`src/rtl/move_scheduler.sv`:
```
// Player step sequencer: held buttons -> rate-limited step commands, undo on collision.
// Optional MOVE_SCHED_ACCEL_EN halves the step period after a run of 8 unblocked steps.
module move_scheduler #(
  parameter int STEP_TICKS = 150000,
  parameter int TIMER_W    = 19
) (
  input  logic       CLOCK_25,
  input  logic       reset_n,
  input  logic       enable,
  input  logic       btn_up,
  input  logic       btn_down,
  input  logic       btn_left,
  input  logic       btn_right,
  input  logic       step_ready,
  input  logic       collision,
  output logic       step_valid,
  output logic [1:0] step_dir,
  output logic       step_undo,
  output logic       dead,
  output logic [7:0] blocked_cnt,
  output logic [2:0] state_dbg
);

  localparam logic [2:0] S_IDLE  = 3'd0;
  localparam logic [2:0] S_COUNT = 3'd1;
  localparam logic [2:0] S_ISSUE = 3'd2;
  localparam logic [2:0] S_CHECK = 3'd3;
  localparam logic [2:0] S_UNDO  = 3'd4;
  localparam logic [2:0] S_DEAD  = 3'd5;

  localparam logic [TIMER_W-1:0] TERM_FULL =
    TIMER_W'(STEP_TICKS - 1);

  logic [2:0]         state, state_nx;
  logic [TIMER_W-1:0] timer, timer_nx;
  logic [1:0]         dir, dir_nx;
  logic [7:0]         blk_nx;
  logic [3:0]         pressed;
  logic [1:0]         pick;
  logic               held;
  logic [TIMER_W-1:0] term;

  // Indexed by direction code so the latched dir selects its own button
  assign pressed = {~btn_right, ~btn_left, ~btn_down, ~btn_up};
  assign held    = pressed[dir];

`ifdef MOVE_SCHED_ACCEL_EN
  localparam logic [TIMER_W-1:0] TERM_HALF =
    TIMER_W'((STEP_TICKS >> 1) - 1);

  logic [3:0] run, run_nx;

  assign term = (run >= 4'd8) ? TERM_HALF : TERM_FULL;

  always_comb begin
    run_nx = run;
    if (state == S_CHECK) begin
      if (collision)
        run_nx = 4'd0;
      else if (held && run != 4'hF)
        run_nx = run + 4'd1;
    end
    if (state_nx == S_IDLE)
      run_nx = 4'd0;
  end

  always_ff @(posedge CLOCK_25 or negedge reset_n) begin
    if (!reset_n) run <= 4'd0;
    else          run <= run_nx;
  end
`else
  assign term = TERM_FULL;
`endif

  // Fixed priority: left > down > up > right
  always_comb begin
    if (pressed[2])      pick = 2'd2;
    else if (pressed[1]) pick = 2'd1;
    else if (pressed[0]) pick = 2'd0;
    else                 pick = 2'd3;
  end

  always_comb begin
    state_nx = state;
    timer_nx = timer;
    dir_nx   = dir;
    blk_nx   = blocked_cnt;
    unique case (state)
      S_IDLE: begin
        if (!enable) begin
          state_nx = S_DEAD;
        end else if (|pressed) begin
          dir_nx   = pick;
          timer_nx = '0;
          state_nx = S_COUNT;
        end
      end
      S_COUNT: begin
        if (!enable) begin
          state_nx = S_DEAD;
          timer_nx = '0;
        end else if (!held) begin
          state_nx = S_IDLE;
          timer_nx = '0;
        end else if (timer == term) begin
          state_nx = S_ISSUE;
          timer_nx = '0;
        end else begin
          timer_nx = timer + 1'b1;
        end
      end
      S_ISSUE: begin
        if (step_ready)
          state_nx = enable ? S_CHECK : S_DEAD;
      end
      S_CHECK: begin
        if (collision && blocked_cnt != 8'hFF)
          blk_nx = blocked_cnt + 8'd1;
        if (!enable) begin
          state_nx = S_DEAD;
        end else if (collision) begin
          state_nx = S_UNDO;
        end else if (held) begin
          state_nx = S_COUNT;
          timer_nx = '0;
        end else begin
          state_nx = S_IDLE;
        end
      end
      S_UNDO: begin
        if (step_ready)
          state_nx = enable ? S_IDLE : S_DEAD;
      end
      S_DEAD: state_nx = S_DEAD;
      default: state_nx = S_IDLE;
    endcase
  end

  always_ff @(posedge CLOCK_25 or negedge reset_n) begin
    if (!reset_n) begin
      state       <= S_IDLE;
      timer       <= '0;
      dir         <= 2'd0;
      blocked_cnt <= 8'd0;
    end else begin
      state       <= state_nx;
      timer       <= timer_nx;
      dir         <= dir_nx;
      blocked_cnt <= blk_nx;
    end
  end

  // Undo flips within each axis: up<->down, left<->right
  always_comb begin
    step_valid = 1'b0;
    step_undo  = 1'b0;
    step_dir   = 2'd0;
    unique case (1'b1)
      (state == S_ISSUE): begin
        step_valid = 1'b1;
        step_dir   = dir;
      end
      (state == S_UNDO): begin
        step_valid = 1'b1;
        step_undo  = 1'b1;
        step_dir   = dir ^ 2'b01;
      end
      default: ;
    endcase
  end

  assign dead      = (state == S_DEAD);
  assign state_dbg = state;

endmodule
```
`config.mk`:
```
export PLATFORM = sky130hd
export DESIGN_NAME = move_scheduler
export DESIGN_NICKNAME = d
export VERILOG_FILES = /design/src/rtl/move_scheduler.sv
export SDC_FILE = /design/constraint.sdc
export NUM_CORES = 1
export LEC_CHECK = 0
export BUFFER_PORTS_ARGS = -buffer_cell sky130_fd_sc_hd__buf_2
export CORE_MARGIN = 1
export CORE_UTILIZATION = 61
export DETAILED_ROUTE_END_ITERATION = 16
export GPL_TIMING_DRIVEN = 0
export PLACE_DENSITY = 0.84
export SLEW_MARGIN = 10
export SYNTH_ARGS = -nofsm -noshare
export SYNTH_HDL_FRONTEND = slang
export SYNTH_SLANG_ARGS = --single-unit
```
`constraint.sdc`:
```
create_clock -name CLOCK_25 -period 5.4 [get_ports CLOCK_25]
set_clock_uncertainty 0.2 [all_clocks]
set_input_delay 0.27 -clock CLOCK_25 [delete_from_list [all_inputs] [get_ports CLOCK_25]]
set_output_delay 0.27 -clock CLOCK_25 [all_outputs]
set_load 0.05 [all_outputs]
```
-- Word-level counts from Yosys, hierarchy flattened
Cells that the tools add are included.
Widths: inputs -> output; s select.
- add/subtract/negate cells: 2
- order comparisons: 1
- eq/ne operators: 16
- multiplexer cells: 30
- bitwise logic cells: 5
- reduce and logical (&&, ||, !) cells: 9
- operator list (operator ; number):
    $mux 19 ; 8
    $pmux 19 s3 ; 1
    $mux 3 ; 11
    $add 19x1->19 const B ; 1
    $eq 19x18->1 const B ; 1
    $pmux 3 s6 ; 1
    $ne 2x2->1 const B ; 7
    $add 8x1->8 const B ; 1
    $ne 8x8->1 const B ; 1
    $eq 3x2->1 const B ; 2
    $eq 3x3->1 const B ; 2
    $mux 2 ; 3
    $reduce_and 6->1 ; 1
    $not 1->1 ; 5
    $mux 1 ; 4
    $ne 4x4->1 const B ; 1
    $pmux 2 s2 ; 1
    $reduce_and 4->1 ; 1
    $reduce_or 4->1 ; 1
    $eq 3x1->1 const B ; 1
    $logic_not 3->1 ; 1
    $lt 2x3->1 const B ; 1
    $ne 3x3->1 const B ; 1
    $reduce_and 3->1 ; 1
    other kinds (5) ; 5
- flip-flop bits (word level): 32
- input bits: 9

-- Longest topological paths before layout
- word-level depth: 7
- depth in mapped cells: 8
- depth with buffers taken out: 6

-- Least setup slack after synthesis
OpenSTA, ideal clock, no wires.
- kind: register -> output
- start: reg state[1], in the netlist state_dbg[1]
- end: out step_dir[1]
- data arrival time: 2.325 ns
- required time: 4.930 ns
- setup slack: 2.605 ns
- cell stages (with the launch flop): 5
- path buffers: 1
- path through: dfrtp_1 -> clkbuf_1 -> xnor2_1 -> nor2_1 -> and2_1
- word-level cells in the longest chain between the ends: 2
- RTL lines (what ; line ; source):
    from (decl) ; 34 ; logic [2:0] state, state_nx;
    from (signal assigned) ; 146 ; state <= state_nx;
    $eq 3x3->1 / $eq 3x2->1 (equally long branches) ; 163, 159 ;
    $pmux 2 s2 * ; 158 ; unique case (1'b1)
    to (decl) ; 17 ; output logic [1:0] step_dir,
Mark *: on every way between the ends. The rest lies on a longest branch, timed or not.

-- Final worst setup path
- start: reg timer[5]
- end: reg timer[16]
- word-level cells in the longest chain between the ends: 5
- RTL lines (what ; line ; source):
    from (decl) ; 35 ; logic [TIMER_W-1:0] timer, timer_nx;
    from (signal assigned) ; 147 ; timer <= timer_nx;
    $add 19x1->19 / $eq 19x18->1 (equally long branches) ; 109, 105 ;
    $mux 19 * ; 105 ; end else if (timer == term) begin
    $mux 19 * ; 102 ; end else if (!held) begin
    $mux 19 * ; 99 ; if (!enable) begin
    $pmux 19 s3 * ; 88 ; unique case (state)
Marks and branches as above.
A chain may end at the register's enable or synchronous reset.

==> impl_results.md <==
* Antenna violations before repair at 0
* Relative slew slack at 0.283
* DR WL/cell at around 15 um
* H-tree levels at 2
* First-pass GRT wire length at 7100 um
* Final nets at 246
* VDD IR-drop max at ~0.23 mV
* Max-Cap Viols at 0
* Min cycle time layout at between 2 and 3 ns
* Vias per inst at 6.46
* Worst Path Max Fanout at 8
* Total iterations of the first detailed-routing run at 4
* Worst Path Required at ~5.4 ns
* Routed wire length at 4080 um
* Cell Pwr Density at ~270 mW/mm^2
* Worst setup margin at 2.61 ns
* Tot GR Track Use at 0.282
* GR Overflow Total at 0
* Mapped Cells at roughly 200
* Clock Sink Count at 32
* Most frequent cell after synthesis: dfrtp_1
* Synth top area share at 0.428
* IO Port Bufs at 24
* Layout filler cell count at 205
* Die height at between 50 and 60 um
* Pre-CTS setup slack at between 2 and 3 ns
* Final TNS setup at 0 ns
* Final Util at 0.750
* Num CTS Buffers at 5
* Slew Viols, Final at 0
* Unique masters post-synth at 48
* Post-synth EDFFs at 0
* Final setup viols at 0
* ANT cells at 0
* Clock transition time at the flip-flop clock pins of the worst setup and hold paths at ~0.11 ns
* CP Capture Type: register
* Post-synthesis instance area at between 0.0015 and 0.002 mm^2
* Top_reg_cell synth: dfrtp_1
* Io pins at 25
* Unrepaired setup endpoints after global routing: no
* Post-route ant nets at 0
* FP Rows at 19
* HP Class: primary input to register
* Die X at 57.4 um
* Starting DRT DRC Count at around 110
* Vias in the first global route at ~1600
* Register area share after synthesis at 0.428
* Number of setup buffers added after CTS at 0
* CP startpoint kind: register
* Layout area overhead at 13.4%
* #FFs+latches synth at 32
* Final Cycle Share at 0.516
* Clock Latency Late Sink at about 0.33 ns
* Post-Syn Nets at between 200 and 250
* Final hold violation count at 0
* Synth Warn # at 0
* # DRC at 0
* Layout cells sized above 1 at 0.191
* Leading area contributor after synthesis: dfrtp_1
* Achievable Freq at 0.359 GHz
* Pin count of the biggest net entering global routing at 33
* Top cells by area, synth: dfrtp_1, a31oi_1, nand2_1, nand3_1, nor2_1
* Starting Density at 0.661
* Commonest cells post-synth: dfrtp_1, nand2_1, a31oi_1, nor2_1, nand3_1
* Worst slew pin tran at approximately 1.1 ns
* Longest Clk Path Bufs at 2
* DP Wirelength at about 2900 um
* RD Place Congestion at 0.804
* Status: completed
* Routed vias at about 1700
* Post-synth ARST share at 1.00
* Total die area at 0.00329 mm^2
* CORE AREA at roughly 0.0028 mm^2
* CTS tree: done
* P_leak at about 0.95 nW
* CTS root buf: clkbuf_4
* Critical path type: register to register
* Synth Area per Inst at between 9 and 10 um^2
* Worst Path Arrival at roughly 2.8 ns
==> layer usage <==
layer	track usage	wire length, um
met1	0.343	1770
met2	0.467	2020
met3	0.0816	189
met4	0.118	95
met5	0	0
==> flip-flops by register name (all words and copies together) (netlist names) <==
signal and flops:
blocked_cnt 8, dir 2, state_dbg 3, timer 19
==> layout make-up <==
class	count	area, um^2	area share
Tap cell	31	38.8	0.0183
Clock inverter	2	35.0	0.0165
Buffer	12	61.3	0.0289
Clock buffer	6	41.3	0.0195
Multi-Input combinational cell	155	1000	0.471
Timing Repair Buffer	25	130	0.0613
Sequential cell	32	801	0.377
Inverter	4	15.0	0.00708
==> path summary, 6_finish.rpt <==
path	from	to	slack (ns)	cells past startpoint
min in group asynchronous	reset_n	timer[17]	0.31	2
hold reg to reg	blocked_cnt[5]	blocked_cnt[5]	0.30	1
setup / recovery	timer[5]	timer[16]	2.61	6
max in group asynchronous	reset_n	timer[2]	4.23	2
hold / removal	btn_left	dir[0]	0.05	3
setup reg to reg	timer[5]	timer[16]	2.61	6
==> power breakdown <==
group,switching [mW],internal [mW],leakage [nW]
Combinational,0.0895,0.0403,0.469
Clock,0.0848,0.0971,0.0422
Sequential,0.0118,0.251,0.434
Total,0.186,0.388,0.945
==> cell usage in the layout (no fill, tap or decap), types with 3 or more instances in the layout <==
| master | count |
|---|---|
| o21ai_0 | 9 |
| xnor2_1 | 5 |
| a31oi_1 | 18 |
| nand2b_1 | 6 |
| clkbuf_1 | 9 |
| inv_1 | 4 |
| nand4_1 | 4 |
| clkbuf_4 | 5 |
| xor2_1 | 3 |
| nor2_1 | 13 |
| a21oi_1 | 7 |
| and3_1 | 7 |
| nand2_1 | 23 |
| a41oi_1 | 5 |
| nand3_1 | 12 |
| nand3b_1 | 4 |
| buf_2 | 25 |
| dfrtp_1 | 32 |
| mux2i_1 | 3 |
==> critical path: stages, from the launching register on <==
cell      delay (ns)
dfrtp_1         0.34
clkbuf_1        0.25
nand3_1         0.23
nor4_1          0.91
nand3_1         0.21
and3_1          0.27
a221o_1         0.27
==> timing repair <==
action,4_1_cts,5_1_grt
setup endpoints to repair,0,0
hold buffers,1,0
endpoints found under the hold margin,32,0
gates resized for setup,0,0
==> kinds of logic after synthesis <==
group | after synthesis | synth area share
buf+inv | 16 | 0.0408
xor+xnor | 8 | 0.0375
simple gates | 84 | 0.240
flops | 32 | 0.428
compound gates | 55 | 0.200
fa+ha+maj | 2 | 0.0134
mux | 6 | 0.0401
==> through the flow <==
| stage | total power [mW] | instance area [um^2] | cells | hold WS [ns] |
|---|---|---|---|---|
| floorplan | 0.362 | 1870 | 203 | -0.226 |
| global placement | 0.391 | 2030 | 258 | 0.143 |
| detailed placement | 0.396 | 2030 | 258 | 0.158 |
| CTS | 0.576 | 2120 | 267 | 0.0458 |
| global route | 0.602 | 2120 | 267 | 0.0619 |
| finish | 0.574 | 2120 | 267 | 0.0515 |
Note: power is estimated with default switching activity, not from simulation.
